**src/rtl/lif_state_update.sv**
```systemverilog
// Membrane-state store and sequencer for a time-multiplexed LIF neuron array.
// Presents each neuron's decayed potential to the accumulator and thresholds the returned value.
module lif_state_update #(
    parameter int unsigned N_STAGE    = 6,
    parameter int unsigned N_NEURONS  = 4,
    parameter int unsigned BETA_SHIFT = 1,
    parameter int          THRESHOLD  = 32,
    parameter int unsigned REFRAC     = 2,
    localparam int unsigned W         = N_STAGE + 2,
    localparam int unsigned IdxW      = (N_NEURONS > 1) ? $clog2(N_NEURONS) : 1
) (
    input  logic                 clk,
    input  logic                 rst,
    input  logic                 step_valid,
    output logic                 step_ready,
    output logic [IdxW-1:0]      neuron_idx,
    output logic [W-1:0]         beta_u,
    output logic                 was_spike,
    input  logic [W-1:0]         u_in,
    output logic [N_NEURONS-1:0] spike_out,
    output logic                 spike_valid
);

    localparam int unsigned RefW = (REFRAC > 0) ? $clog2(REFRAC + 1) : 1;
    localparam logic signed [W-1:0] Thresh   = W'(THRESHOLD);
    localparam logic [RefW-1:0]     RefInit  = RefW'(REFRAC);
    localparam logic [IdxW-1:0]     LastIdx  = IdxW'(N_NEURONS - 1);

    typedef enum logic [1:0] {StIdle, StUpdate, StDone} state_e;

    state_e                 state_q, state_d;
    logic [IdxW-1:0]        idx_q;
    logic signed [W-1:0]    u_q   [N_NEURONS];
    logic [RefW-1:0]        ref_q [N_NEURONS];
    logic [N_NEURONS-1:0]   s_q;
    logic [N_NEURONS-1:0]   vec_q, vec_next;
    logic [N_NEURONS-1:0]   spike_out_q;

    logic signed [W-1:0]    u_cur;
    logic signed [W-1:0]    beta_cur;
    logic                   in_ref;
    logic                   fire;
    logic                   last;

    assign u_cur      = u_q[idx_q];
    assign beta_cur   = u_cur - (u_cur >>> BETA_SHIFT);
    assign beta_u     = beta_cur;
    assign was_spike  = s_q[idx_q];
    assign neuron_idx = idx_q;
    assign spike_out  = spike_out_q;
    assign in_ref     = (ref_q[idx_q] != '0);
    assign fire       = !in_ref && ($signed(u_in) >= Thresh);
    assign last       = (idx_q == LastIdx);

    always_comb begin
        vec_next = vec_q;
        if (state_q == StUpdate && fire) begin
            vec_next[idx_q] = 1'b1;
        end
    end

    always_comb begin
        state_d     = state_q;
        step_ready  = 1'b0;
        spike_valid = 1'b0;
        unique case (state_q)
            StIdle: begin
                step_ready = 1'b1;
                if (step_valid) state_d = StUpdate;
            end
            StUpdate: begin
                if (last) state_d = StDone;
            end
            StDone: begin
                spike_valid = 1'b1;
                state_d     = StIdle;
            end
            default: state_d = StIdle;
        endcase
    end

    always_ff @(posedge clk) begin
        if (rst) begin
            state_q     <= StIdle;
            idx_q       <= '0;
            s_q         <= '0;
            vec_q       <= '0;
            spike_out_q <= '0;
            for (int i = 0; i < int'(N_NEURONS); i++) begin
                u_q[i]   <= '0;
                ref_q[i] <= '0;
            end
        end else begin
            state_q <= state_d;
            if (state_q == StIdle && step_valid) begin
                idx_q <= '0;
                vec_q <= '0;
            end
            if (state_q == StUpdate) begin
                if (in_ref) begin
                    u_q[idx_q]   <= '0;
                    s_q[idx_q]   <= 1'b0;
                    ref_q[idx_q] <= ref_q[idx_q] - RefW'(1);
                end else if (fire) begin
                    u_q[idx_q]   <= $signed(u_in);
                    s_q[idx_q]   <= 1'b1;
                    ref_q[idx_q] <= RefInit;
                end else begin
                    u_q[idx_q]   <= $signed(u_in);
                    s_q[idx_q]   <= 1'b0;
                end
                vec_q <= vec_next;
                // Publish on the last neuron so spike_out is already valid while spike_valid is high.
                if (last) begin
                    idx_q       <= '0;
                    spike_out_q <= vec_next;
                end else begin
                    idx_q <= idx_q + IdxW'(1);
                end
            end
        end
    end

endmodule

```
**config.mk**
```make
export PLATFORM = sky130hd
export DESIGN_NAME = lif_state_update
export DESIGN_NICKNAME = d
export VERILOG_FILES = /design/src/rtl/lif_state_update.sv
export SDC_FILE = /design/constraint.sdc
export NUM_CORES = 1
export LEC_CHECK = 0
export CORE_MARGIN = 2
export CORE_UTILIZATION = 45
export CTS_CLUSTER_SIZE = 25
export DETAILED_ROUTE_END_ITERATION = 8
export PLACE_DENSITY = 0.71
export SLEW_MARGIN = 40
export SYNTH_ARGS = -nofsm -noshare
export SYNTH_HDL_FRONTEND = slang
export SYNTH_SLANG_ARGS = --single-unit
```
**constraint.sdc**
```tcl
create_clock -name clk -period 4.76 [get_ports clk]
set_input_delay 0.952 -clock clk [delete_from_list [all_inputs] [get_ports clk]]
set_output_delay 0.952 -clock clk [all_outputs]
set_load 0.02 [all_outputs]
```
After elaboration in Yosys (flattened, before gate mapping):

Memory sizes are Yosys's and may differ from the RTL's. A register that Yosys moved wholly into a read port is not among the register bits.
Index checks and enable logic that the tools add are counted.

* register bits: 16
* bits in latches: 0
* memory bits (writable): 40
* memory bits (read-only): 0
* input bits: 11
* output and inout bits: 17
* memories kept: 2

* $add $sub $neg: 3
* multipliers: 0
* divide/modulo/power cells: 0
* magnitude comparators: 3
* equal/unequal tests: 5
* shift-type cells: 0
* muxes and demuxes: 46
* bitwise operators: 7
* reductions and logical operators: 12

Memories
* u_q: depth 4, bits a word 8, read ports 1, clocked after Yosys merged registers in 1, wr ports 4, RTL line 33 `logic signed [W-1:0] u_q [N_NEURONS];`
* ref_q: depth 4, bits a word 2, read ports 1, clocked after Yosys merged registers in 1, wr ports 4, RTL line 34 `logic [RefW-1:0] ref_q [N_NEURONS];`

Operator list (number)
* $mux W2: 13
* $mux W8: 3
* $mux W1: 22
* $mux W4: 5
* $ge A8 B7 Y1 const B: 1
* $or A4 B4 Y4: 2
* $reduce_or A8 Y1: 1
* $sub A8 B7 Y8: 1
* $and A4 B4 Y4: 1
* $eq A2 B2 Y1 const B: 2
* $logic_and A1 B1 Y1: 4
* $ne A2 B2 Y1 const B: 2
* $not A4 Y4: 1
* $pmux W2 S2: 1
* $reduce_and A2 Y1: 2
* $reduce_bool A2 Y1: 2
* $lt A2 B3 Y1 const B: 1
* $or A1 B1 Y1: 3
* $add A2 B1 Y2 const B: 1
* $bmux W1 S2: 1
* $demux W1 S2: 1
* $eq A2 B1 Y1 const B: 1
* $ge A2 B1 Y1 const B: 1
* $logic_not A2 Y1: 1
* 3 further kinds: 3

Logic depth before layout (Yosys ltp):

Gate-level depths: netlist of the first run.

* word-level depth: 12
* gate-level depth with buffers: 9

Worst setup path after synthesis of the first run:

Ideal clock, no wire load.

* path type: flip-flop to output port
* from: reg with a tool-made name
* to: out beta_u[6]
* arrival: 2.335 ns
* data required time: 3.808 ns
* setup slack: 1.473 ns
* cell stages (with the launch flop): 9
* path buffers: 1
* cells stage by stage: dfxtp_1 -> buf_6 -> mux4_1 -> ha_1 -> fa_1 -> nor2b_1 -> o31a_1 -> nor4b_1 -> a211o_1

RTL lines
* end: declaration: RTL line 17 `output logic [W-1:0] beta_u,`

==> impl_metrics.json, run 1 <==
{
  "status": "completed",
  "drc": 0,
  "critPathKind": "flip-flop to output pin",
  "clkPwrFrac_pct": 39.0,
  "drive_gt1_share_pct": 8.711,
  "regToRegSetupSlack_ps": 2200,
  "grt_max_degree": 16,
  "synth_area_leaders": "edfxtp_1 (41%), dfxtp_1 (12%), mux4_1 (8.1%)",
  "grt_use_met3_pct": 3.441,
  "synth_nets": 276,
  "routabilityCongestion": 0.8140,
  "synthArstFlopShare_pct": 0,
  "start_kind": "flip-flop",
  "gr-usage-met1_pct": 19.30,
  "finalSetupTns_ps": 0,
  "clk_pin_slew_ps": 70,
  "power_switching_share_pct": 24.79,
  "cp_cell_sequence": "mux4_1 -> ha_1 -> fa_1 -> nor2b_1 -> o31a_1 -> nor4b_1 -> a211o_1 -> clkdlybuf4s50_1",
  "dp.cells": 348,
  "post-route-min-period_ps": 4367,
  "diodes": 0,
  "max-clock-path-buffers": 2,
  "hp-class": "flip-flop to flip-flop",
  "maxSlewViolCount": 0,
  "die_x_um": 84.53,
  "synth_edf_count": 40,
  "grt_antenna_before_repair": 0,
  "ys.flop_type": "edfxtp_1",
  "arrival_ps": 3410,
  "crit_path_max_incr_delay_ps": 660,
  "p_sw_mw": 0.3251,
  "fin_ws_ps": 393.1,
  "peakVddDrop_mv": 0.2229,
  "final-hold-violation-count": 0,
  "reg2regPathDepth": 7,
  "final_common_cell": "edfxtp_1",
  "routed_wl_um": 5252,
  "seq_area_frac_synth_pct": 53.52,
  "initial_utilization_pct": 46.21,
  "drt_first_pass_iters": 4,
  "grt_pass1_vias": 1903,
  "worstHoldPathCells": 2,
  "most-common-layout-cells": "edfxtp_1 (40), nor2_1 (36), clkdlybuf4s50_1 (27)",
  "cp_max_fo": 7,
  "via_per_inst": 5.275,
  "leakagePower_nw": 1.362,
  "cap_violations": 0,
  "grt.total_usage_pct": 15.94,
  "post_cts_buffers": 0,
  "synth.largest_area_cell": "edfxtp_1",
  "synth_top_area_share_pct": 41.17,
  "rows": 29,
  "grt_busiest_layer": "met2",
  "cp_slowest_cell": "mux4_1",
  "cts-root-buf": "clkbuf_8",
  "antenna_left": 0,
  "grt-ovfl-total": 0,
  "max_clock_freq_mhz": 229.0,
  "holdBufCountCts": 0,
  "synth.avg_cell_area_um2": 11.58,
  "worstSetupEndpointType": "output pin",
  "nNetsFinal": 306,
  "finClkSkew_ps": 6.913,
  "ys_seq_elements": 58,
  "use_met2_pct": 27.20,
  "die_area_um2": 7144,
  "rsz0062_at_grt": "false",
  "synth_cells": 252,
  "seq_power_share_pct": 43.5,
  "portBuffers": 27,
  "wl_per_cell_um": 14.43,
  "max_slew_margin_pct": 63.08,
  "post_cts_resized": 0,
  "cts_buffers": 9,
  "final_cell_count_no_fill": 364,
  "vias": 1920,
  "pre_cts_ws_ps": 755.5,
  "power.density_nw_per_um2": 381.3,
  "hpwl_um": 3703,
  "syn_to_final_growth_pct": 17.84,
  "synth_area_um2": 2918,
  "ctsHtreeMaxLevel": 3,
  "finalSetupViolCount": 0,
  "timing.hold.ws_ps": 455.0,
  "die_y_um": 84.53,
  "worst_slew_pin_slew_ps": 552.3,
  "grt_pass1_wl_um": 8866,
  "power_frac_comb_pct": 17.5,
  "worstPathRequired_ps": 3810,
  "r2r_end": "u_q[2][4]",
  "clk_latency_ps": 340,
  "internal_power_mw": 0.9860,
  "tritoncts": "yes",
  "cts_sinks": 58,
  "drt_iter0_markers": 95,
  "final_core_util_pct": 54.46,
  "post_synth_num_cell_types": 41,
  "ioPinCount": 28,
  "core-area_um2": 6314,
  "yosysWarnings": 0,
  "period_share_pct": 91.74
}
[layer usage]
metal  vias up  wire length [µm]
met4         0               107
met2        42              2641
met1       910              2285
li1        958                 -
met3        10               218
met5         -                 0
[cells by family (layout without fill, tap and decap cells)]
family,after synthesis,count (layout),synth area share (%)
AO/OA/AOI/OAI,41,41,8.405
multiplexers,12,12,9.991
AND/OR/NAND/NOR,91,91,15.69
flip-flops,58,58,53.52
buffers and inverters,36,71,6.261
adder cells (fa/ha/maj),13,13,5.832
XOR/XNOR,1,1,0.3002
[critical path: cells and delay by family (launching register included)]
kind                     cells  cell delay, ps
flip-flops                   1             540
adder cells (fa/ha/maj)      2             670
AO/OA/AOI/OAI                2             430
buffers and inverters        1             530
AND/OR/NAND/NOR              2             230
multiplexers                 1             660
[synthesized netlist by cell type, types with 3 or more instances]
master and number:
dfxtp_1 18, nor2_1 36, inv_1 26, buf_6 3
nor2b_1 4, and2_1 9, mux4_1 9, a31oi_1 3
ha_1 12, edfxtp_1 40, nand2_1 18, o21ai_0 11
a21oi_1 15, nor3_1 5, nand3_1 7
[power groups by stage]
stage / combinational, mW / clock (mW) / sequential [mW]
after floorplan: 0.158 / 0 / 0.575
after global routing: 0.254 / 0.538 / 0.572
final: 0.230 / 0.512 / 0.570
after detailed placement: 0.230 / 0 / 0.581
after global placement: 0.226 / 0 / 0.580
after CTS: 0.231 / 0.521 / 0.570
[area by class of cell]
cell class	instances	area, µm²
clock buffers	11	151.4
clock inverters	5	76.32
fillers	569	2875
inverters	27	101.3
multi-input cells	158	1174
flip-flops and latches	58	1562
well taps	77	96.34
repair buffers	28	277.8
[stage by stage]
stage	cell area [µm²]	total power, mW
after floorplan	2918	0.7335
after global placement	3211	0.8062
after detailed placement	3211	0.8111
after CTS	3438	1.322
after global routing	3438	1.364
final	3438	1.311
[worst max-delay path by stage]
stage                          from   endpoint  cells past startpoint
after global placement    flip-flop  beta_u[6]                      8
after floorplan           flip-flop  beta_u[6]                      8
after global routing      flip-flop  beta_u[6]                      8
after detailed placement  flip-flop  beta_u[6]                      8
final                     flip-flop  beta_u[6]                      8
after CTS                 flip-flop  beta_u[6]                      8
Power figures use the tool's default switching activity.
==> inputs of run 2 (changes only) <==
--- a/config.mk
+++ b/config.mk
@@ -5,11 +5,14 @@
 export SDC_FILE = /design/constraint.sdc
 export NUM_CORES = 1
 export LEC_CHECK = 0
+export CELL_PAD_IN_SITES_DETAIL_PLACEMENT = 0
+export CELL_PAD_IN_SITES_GLOBAL_PLACEMENT = 1
 export CORE_MARGIN = 2
 export CORE_UTILIZATION = 45
+export CTS_BUF_LIST = sky130_fd_sc_hd__clkbuf_16
 export CTS_CLUSTER_SIZE = 25
 export DETAILED_ROUTE_END_ITERATION = 8
-export PLACE_DENSITY = 0.71
+export PLACE_DENSITY = 0.84
 export SLEW_MARGIN = 40
 export SYNTH_ARGS = -nofsm -noshare
 export SYNTH_HDL_FRONTEND = slang
==> run 2 against run 1 <==
- largest power group is now the clock network
- highest routed layer unchanged
- clock skew barely moved
- worst hold slack barely moved
- total power rose by 6.8%
- die area did not move
- sequential share of layout area fell by 0.68 points
- critical path depth did not move
- combinational power barely moved
- critical path type unchanged
- clock power rose by 17%
==> impl_metrics.json, run 2 (synthesized netlist as in run 1, its figures left out) <==
{
  "routabilityCongestion": 0.7717,
  "cts-root-buf": "clkbuf_16",
  "grt_pass1_vias": 1933,
  "final-hold-violation-count": 0,
  "multi_input_area_um2": 1174,
  "worstPathRequired_ps": 3810,
  "vias": 1904,
  "cts_sinks": 58,
  "die_area_um2": 7144,
  "worst_slew_pin_slew_ps": 561.4,
  "grt-ovfl-total": 0,
  "finalSetupTns_ps": 0,
  "drt_iter0_markers": 160,
  "power.density_nw_per_um2": 401.2,
  "hpwl_um": 3828,
  "diodes": 0,
  "antenna_left": 0,
  "wl_per_cell_um": 14.93,
  "cts_buffers": 9,
  "routed_wl_um": 5433,
  "hp-class": "flip-flop to flip-flop",
  "period_share_pct": 91.13,
  "critPathKind": "flip-flop to output pin",
  "max_clock_freq_mhz": 230.5,
  "drt_first_pass_iters": 4,
  "grt.total_usage_pct": 17.20,
  "cp_max_fo": 7,
  "post_cts_resized": 0,
  "tritoncts": "yes",
  "clk_pin_slew_ps": 50,
  "power_mw": 1.400,
  "max-clock-path-buffers": 2,
  "finClkSkew_ps": 7.309,
  "maxSlewViolCount": 0,
  "die_x_um": 84.53,
  "finalSetupViolCount": 0,
  "portBuffers": 27,
  "grt_antenna_before_repair": 0,
  "syn_to_final_growth_pct": 19.64,
  "grt_pass1_wl_um": 9197,
  "timing.hold.ws_ps": 454.7,
  "status": "completed",
  "most-common-layout-cells": "edfxtp_1 (40), nor2_1 (36), inv_1 (29)",
  "worstSetupEndpointType": "output pin",
  "register_area_um2": 1562,
  "post-route-min-period_ps": 4338,
  "via_per_inst": 5.231,
  "cap_violations": 0,
  "initial_utilization_pct": 46.21,
  "ioPinCount": 28,
  "peakVddDrop_mv": 0.2453,
  "holdBufCountCts": 0,
  "leakagePower_nw": 1.399,
  "ctsHtreeMaxLevel": 3,
  "final_common_cell": "edfxtp_1",
  "max_slew_margin_pct": 62.18,
  "post_cts_buffers": 0,
  "core-area_um2": 6314,
  "drc": 0,
  "arrival_ps": 3390,
  "grt_max_degree": 16,
  "die_y_um": 84.53,
  "start_kind": "flip-flop",
  "rows": 29,
  "clk_latency_ps": 330,
  "nNetsFinal": 306,
  "nFillCells": 555,
  "drive_gt1_share_pct": 7.666,
  "rsz0062_at_grt": "false"
}
## run 2: layout make-up
cell class,count,area share [%]
clock buffers,9,6.452
clock inverters,7,1.577
inverters,27,2.903
multi-input cells,158,33.62
flip-flops and latches,58,44.73
well taps,77,2.760
repair buffers,28,7.957
## run 2: layer usage
layer,wire length [µm],global-route usage (%),vias up
li1,-,-,956
met1,2244,20.32,883
met2,2724,28.06,45
met3,249,4.228,20
met4,213,10.97,0
met5,0,0,-
## run 2: final timing paths
| kind | slack [ps] | startpoint | depth (start not counted) | end |
|---|---|---|---|---|
| setup / recovery | 420 | flip-flop | 8 | beta_u[6] |
| setup reg to reg | 2220 | flip-flop | 7 | u_q[2][2] |
| hold / removal | 450 | flip-flop | 2 | flip-flop |
| hold reg to reg | 450 | flip-flop | 2 | flip-flop |
## run 2: critical path, cell delays in order (launching register included)
cell and delay, ps:
dfxtp_1 530, mux4_1 660, ha_1 250, fa_1 410, nor2b_1 170, o31a_1 200, nor4b_1 70, a211o_1 230
clkdlybuf4s50_1 530
## run 2: report_power, final
part	internal, mW	total [mW]	switching (mW)
Combinational	0.107	0.230	0.123
Clock	0.394	0.598	0.205
Sequential	0.560	0.572	0.0113
Total	1.06	1.40	0.339
## run 2: stage by stage
stage               cells  setup slack, ps  utilization [%]  instance area [µm²]
finish                364            422.3            55.29                 3491
global route          364            264.7            55.29                 3491
CTS                   364            409.1            55.29                 3491
detailed placement    348            757.1            50.85                 3211
global placement      348            804.9            50.85                 3211
floorplan             252             1473                -                 2918
==> inputs of run 3 (changes only) <==
--- a/config.mk
+++ b/config.mk
@@ -12,7 +12,9 @@
 export CTS_BUF_LIST = sky130_fd_sc_hd__clkbuf_16
 export CTS_CLUSTER_SIZE = 25
 export DETAILED_ROUTE_END_ITERATION = 8
+export GPL_ROUTABILITY_DRIVEN = 0
 export PLACE_DENSITY = 0.84
+export RECOVER_POWER = 50
 export SLEW_MARGIN = 40
 export SYNTH_ARGS = -nofsm -noshare
 export SYNTH_HDL_FRONTEND = slang
==> run 3 against run 2 <==
- flip-flop and latch count stayed put
- clock-buffer cell count stayed put
- global-route usage stayed put
- cell area is 0.61% lower
- register-to-register slack worse by 510 ps
- critical path depth stayed put
- sequential power hardly changed
- utilization is 0.34 points lower
- fmax hardly changed
- via count hardly changed
- first-iteration DRC count is 3.8% higher
- cell count stayed put
- highest routed layer unchanged
==> impl_metrics.json, run 3 (synthesized netlist as in run 1, its figures left out) <==
{
  "power.density_nw_per_um2": 402.3,
  "antenna_left": 0,
  "grt.total_usage_pct": 17.20,
  "worstSetupEndpointType": "output pin",
  "drt_first_pass_iters": 4,
  "final-hold-violation-count": 0,
  "regToRegSetupSlack_ps": 1710,
  "clk_pin_slew_ps": 50,
  "finClkSkew_ps": 9.132,
  "ctsHtreeMaxLevel": 3,
  "cap_violations": 0,
  "hpwl_um": 3828,
  "cts_sinks": 58,
  "max_clock_freq_mhz": 230.6,
  "drt_iter0_markers": 166,
  "routed_wl_um": 5423,
  "status": "completed",
  "die_area_um2": 7144,
  "nFillCells": 560,
  "nNetsFinal": 306,
  "rows": 29,
  "wl_per_cell_um": 14.90,
  "grt_pass1_wl_um": 9197,
  "ioPinCount": 28,
  "most-common-layout-cells": "edfxtp_1 (40), nor2_1 (38), inv_1 (29)",
  "finalSetupTns_ps": 0,
  "finalSetupViolCount": 0,
  "grt-ovfl-total": 0,
  "tritoncts": "yes",
  "rsz0062_at_grt": "false",
  "diodes": 0,
  "maxSlewViolCount": 0,
  "leakagePower_nw": 1.418,
  "post_cts_resized": 0,
  "syn_to_final_growth_pct": 18.91,
  "portBuffers": 27,
  "placed_area_um2": 3211,
  "critPathKind": "flip-flop to output pin",
  "grt_antenna_before_repair": 0,
  "timing.hold.ws_ps": 453.7,
  "design_area_um2": 3470,
  "period_share_pct": 91.11,
  "holdBufCountCts": 0,
  "worstPathRequired_ps": 3810,
  "worst_slew_pin_slew_ps": 1063,
  "via_per_inst": 5.234,
  "peakVddDrop_mv": 0.2450,
  "vias": 1905,
  "die_x_um": 84.53,
  "arrival_ps": 3380,
  "max-clock-path-buffers": 2,
  "cts-root-buf": "clkbuf_16",
  "final_cell_count_no_fill": 364,
  "die_y_um": 84.53,
  "drc": 0,
  "start_kind": "flip-flop",
  "dp.cells": 348,
  "clk_latency_ps": 330,
  "grt_max_degree": 16,
  "grt_pass1_vias": 1933,
  "max_slew_margin_pct": 28.56,
  "cp_max_fo": 7,
  "initial_utilization_pct": 46.21,
  "cts_buffers": 9,
  "hp-class": "flip-flop to flip-flop",
  "post-route-min-period_ps": 4337,
  "core-area_um2": 6314,
  "final_common_cell": "edfxtp_1",
  "post_cts_buffers": 0,
  "drive_gt1_share_pct": 6.620
}
## run 3: changes by cell type in the layout (fill, tap and decap cells not counted)
cell / change
nor3_1: +1
dlygate4sd3_1: +9
nor2_1: +2
clkdlybuf4s50_1: -9
nor2_4: -1
nor2_2: -1
nor3_4: -1
## run 3: worst max-delay path: stages (launching register included)
cell	delay, ps
dfxtp_1	530
mux4_1	660
ha_1	250
fa_1	410
nor2b_1	170
o31a_1	200
nor4b_1	70
a211o_1	230
clkdlybuf4s50_1	530
## run 3: metal layers
layer	share of wire (%)	routed length, µm	up-vias	track usage [%]
met5	0	0	-	0
met4	1.7	91	0	10.97
met3	5.5	296	12	4.228
met2	52	2811	56	28.06
met1	41	2224	881	20.32
li1	-	-	956	-
## run 3: where the power goes
part           total, mW  switching [mW]  internal, mW
Sequential         0.572          0.0113         0.560
Clock              0.598           0.204         0.394
Combinational      0.226           0.121         0.106
Total               1.40           0.336          1.06
## run 3: area by class of cell
cell class	count	area, µm²	area share (%)
multi-input cells	158	1152	33.21
repair buffers	28	277.8	8.006
clock buffers	9	225.2	6.491
inverters	27	101.3	2.921
flip-flops and latches	58	1562	45.01
clock inverters	7	55.05	1.587
well taps	77	96.34	2.777
## run 3: stage by stage
stage	power, mW	worst slack [ps]	utilization, %
final	1.396	423.3	54.95
after detailed placement	0.8121	757.1	50.85
after global placement	0.8078	804.9	50.85
after CTS	1.406	409.1	55.29
after global routing	1.454	264.7	54.95
after floorplan	0.7335	1473	-
## run 3: path summary, 6_finish.rpt
path | cells past startpoint | startpoint | endpoint
worst max-delay path | 8 | flip-flop | beta_u[6]
worst min-delay path | 2 | flip-flop | flip-flop
worst max register to register | 7 | flip-flop | u_q[2][2]
worst min register to register | 2 | flip-flop | flip-flop
==> RTL change 1, RTL diff (flow settings as in run 2) <==
Change the parameter `REFRAC` from 2 to 8.
--- a/src/rtl/lif_state_update.sv
+++ b/src/rtl/lif_state_update.sv
@@ -7,3 +7,3 @@
     parameter int          THRESHOLD  = 32,
-    parameter int unsigned REFRAC     = 2,
+    parameter int unsigned REFRAC     = 8,
     localparam int unsigned W         = N_STAGE + 2,
Function: no difference found for any inputs over 10 cycles, from zero or initial values and one cycle with rst high; that may be too few to reach the edited logic, so the function may still have changed.
==> RTL change 1 against run 2 <==
- sequential cell count increased by 8
- sequential power up 14%
- fmax rose by 0.40%
- worst setup slack better by 17 ps
- design area up 11%
- synthesized area is 11% higher
- worst hold slack got worse by 0.78 ps
- sequential share of layout area grew 2.0 points
- power grew 4.4%
- routed wire length up 15%
- critical path depth up 1
- synthesized cell count increased by 8.3%
==> RTL change 1: results (changes against run 2) <==
- Mapped Avg Cell Area: 11.8 sq um (was 11.6 sq um)
- Nets: 331 (was 306)
- Register area share after synthesis: 55.8% (was 53.5%)
- Non-filler cells, final: 408 (was 364)
- Yosys warns: 0 (unchanged)
- Share of cells above drive strength 1: 10.3% (was 7.67%)
- Gr usage total: 18.1% (was 17.2%)
- Slowest CP cell: clkdlybuf4s50_1 (was mux4_1)
- Top flop regs: u_q x32, ref_q x16
- Post-CTS Setup Bufs: 0 (unchanged)
- Iteration-0 DRC Markers: 146 (was 160)
- Outcome: completed (unchanged)
- Critical path's top delay family: buffers and inverters (was multiplexers)
- LEAKAGE: 1.45 nW (was 1.40 nW)
- Number of distinct library cells after synthesis: 37 (was 41)
- Routed Wire Length: 6240 um (was 5430 um)
- Number of synthesized flops with an enable pin: 48 (was 40)
- Syn_nets: 297 (was 276)
- Clock Skew: 8.53 ps (was 7.31 ps)
- Pre-CTS worst setup slack: 712 ps (was 757 ps)
- First-pass GRT wire length: 10400 um (was 9200 um)
- Largest cells by area after synthesis: edfxtp_1, dfxtp_1, mux4_2 (was edfxtp_1, dfxtp_1, mux4_1)
- Via Count: 2067 (was 1904)
- WP data arrival: 3370 ps (was 3390 ps)
- Placed insts: 392 (was 348)
- Layout Utilization: 56.2% (was 55.3%)
- Most common library cells after synthesis: edfxtp_1, and2_1, nor2_1 (was edfxtp_1, nor2_1, inv_1)
- CTS clk-pin slew, worst paths: 50 ps (about the same)
- Largest net degree at the start of global routing: 16 (unchanged)
- RePlAce Congestion: 0.755 (was 0.772)
- Relative slew margins: 47.5% (was 62.2%)
- Placed Area: 3600 sq um (was 3210 sq um)
- CP Max Fanout: 9 (was 7)
- Asr flop ratio synth: 0% (unchanged)
- Hpwl dp: 4480 um (was 3830 um)
- Peak supply drop: 0.000225 V (was 0.000245 V)
- H-Tree Depth: 3 (unchanged)
- Worst-skew pair later-pin latency: 320 ps
RTL change 1: cell count changes after synthesis, moves of 3 or more:
cell / before / now
mux4_1: 9 / 0
nor3_1: 5 / 10
mux4_2: 2 / 13
nand2_1: 18 / 24
nor2b_1: 4 / 8
nand3_1: 7 / 3
a21oi_1: 15 / 10
nor2_1: 36 / 29
edfxtp_1: 40 / 48
and2_1: 9 / 34
nand3_2: 0 / 3
inv_1: 26 / 20
RTL change 1: logic make-up after synthesis:
logic type                 synth area share [%]
AOI/OAI and AO/OA                          6.13
xor gates and xnor gates                  0.814
adders and majority gates                  5.27
buffers and inverters                      3.33
DFF                                        55.8
muxes                                      9.69
and+or+nand+nor                            18.9
RTL change 1: layout make-up:
cell class,instances,area [sq um]
timing repair buffer,29,285
inverter,20,75.1
tap,96,120
clock buffer,9,225
clock inverter,7,31.3
multi-input combinational,181,1320
sequential,66,1800
fill,590,3010
RTL change 1: worst paths after layout:
| kind | slack, ps | cells past startpoint | endpoint | from |
|---|---|---|---|---|
| setup / recovery | 440 | 9 | beta_u[6] | flip-flop |
| hold / removal | 450 | 2 | flip-flop | flip-flop |
| setup reg to reg | 1660 | 7 | ref_q[0][2] | flip-flop |
| hold reg to reg | 450 | 2 | flip-flop | flip-flop |
RTL change 1: metal layers:
| layer | vias up | track usage (%) | part of all wire, % |
|---|---|---|---|
| met5 | - | 0 | 0 |
| met2 | 32 | 30.9 | 51 |
| li1 | 1039 | - | - |
| met1 | 991 | 22.6 | 44 |
| met3 | 5 | 4.20 | 3.3 |
| met4 | 0 | 6.20 | 0.93 |
RTL change 1: where the power goes:
part | total, mW | internal, mW | switching [mW]
Combinational | 0.250 | 0.115 | 0.135
Sequential | 0.651 | 0.641 | 0.0106
Clock | 0.561 | 0.341 | 0.220
Total | 1.46 | 1.10 | 0.366
==> RTL change 2, RTL diff (config.mk and constraints of run 2) <==
Without the edit above. Make the reset (`rst`) asynchronous in one clocked block.
--- a/src/rtl/lif_state_update.sv
+++ b/src/rtl/lif_state_update.sv
@@ -81,3 +81,3 @@
 
-    always_ff @(posedge clk) begin
+    always_ff @(posedge clk or posedge rst) begin
         if (rst) begin
Formal check against the unedited RTL: differs if rst is asserted again (counterexample within 4 cycles, from zero or initial values and one cycle with rst high); with rst held inactive, the same outputs for 10 cycles.
==> RTL change 2 against run 2 <==
- global-route usage is 0.29 points higher
- critical endpoint unchanged
- design area shrank 6.6%
- sequential cell count decreased by 2
- worst setup slack better by 37 ps
- clock skew is 3.5 ps higher
- utilization shrank 0.54 points
- register-to-register slack got worse by 270 ps
- routed wire length increased by 2.3%
- synthesized cell count increased by 11%
- synthesized area decreased by 3.9%
Power is left out: the tool's default activity adds up to more than one toggle a clock period on the data nets, which glitch-free logic cannot reach.
==> RTL change 2: results (changes against run 2) <==
- Outcome: completed (unchanged)
- Number of global-route vias before repair: 1990 (was 1933)
- Relative slew margins: 53.3% (was 62.2%)
- Via-to-Cell Ratio: 5.31 (was 5.23)
- FF-to-FF End: spike_out[1] (was u_q[2][2])
- Nets: 324 (was 306)
- Wire per inst: 14.8 um (was 14.9 um)
- Gr usage total: 17.5% (was 17.2%)
- Critical path's top delay family: buffers and inverters (was multiplexers)
- Most common library cells after synthesis: nand2_1, dfrtp_1, o21ai_0 (was edfxtp_1, nor2_1, inv_1)
- Peak per-stage delay on the critical path: 620 ps (was 660 ps)
- Largest cells by area after synthesis: dfrtp_1, nand2_1, o21ai_0 (was edfxtp_1, dfxtp_1, mux4_1)
- RePlAce Congestion: 0.743 (was 0.772)
- Syn_nets: 303 (was 276)
- Mapped Avg Cell Area: 10.1 sq um (was 11.6 sq um)
- Asr flop ratio synth: 100% (was 0%)
- Clock Skew: 10.8 ps (was 7.31 ps)
- Register area share after synthesis: 50.0% (was 53.5%)
- Placed insts: 368 (was 348)
- Fillers: 535 (was 555)
- Largest net degree at the start of global routing: 57 (was 16)
- Worst-skew pair later-pin latency: 300 ps (was 330 ps)
- Cells on worst reg2reg path: 8 (was 7)
- Iteration-0 DRC Markers: 96 (was 160)
- CTS clk-pin slew, worst paths: 80 ps (was 50 ps)
RTL change 2: how the worst max path moves through the flow:
stage / start / end / slack (ps) / depth (start not counted)
CTS: neuron_idx[0] / beta_u[6] / 490 / 10
finish: neuron_idx[0] / beta_u[6] / 460 / 10
global route: neuron_idx[0] / beta_u[6] / 350 / 10
detailed placement: neuron_idx[0] / beta_u[6] / 830 / 10
global placement: neuron_idx[0] / beta_u[6] / 910 / 10
floorplan: neuron_idx[0] / beta_u[6] / 1020 / 11
RTL change 2: area by class of cell:
class,count,area (sq um),share of cell area (%)
multi-input combinational,190,1260,38.5
inverter,17,63.8,1.96
tap,75,93.8,2.88
sequential,56,1400,43.0
clock inverter,3,27.5,0.844
timing repair buffer,30,293,8.98
clock buffer,5,125,3.84
RTL change 2: worst min-delay path, stage by stage, from the launching register on:
cell and delay [ps]:
dfrtp_1 340, nand2_1 40, o21ai_0 60
RTL change 2: routing by layer:
layer  part of all wire (%)  vias to the layer above  track usage, %
met2                     46                       38            28.0
met1                     49                      951            24.5
met5                      0                        -               0
li1                       -                     1004               -
met4                    1.0                        0            5.66
met3                    3.7                        5            2.78
RTL change 2: logic make-up after synthesis:
| logic type | share of synthesized area, % |
|---|---|
| compound gates | 14.7 |
| mux | 9.46 |
| fa+ha+maj | 6.07 |
| xor+xnor | 0.937 |
| simple gates | 13.5 |
| buf+inv | 5.35 |
| flops | 50.0 |
RTL change 2: per-stage QoR:
step                      setup slack [ps]  hold WS (ps)  instance area, sq um  utilization [%]
final                                  459           479                  3260             54.7
after global routing                   345           515                  3260             54.7
after CTS                              494           485                  3260             54.7
after detailed placement               832           466                  3110             52.2
after global placement                 909           458                  3110             52.1
after floorplan                       1020           442                  2810                -
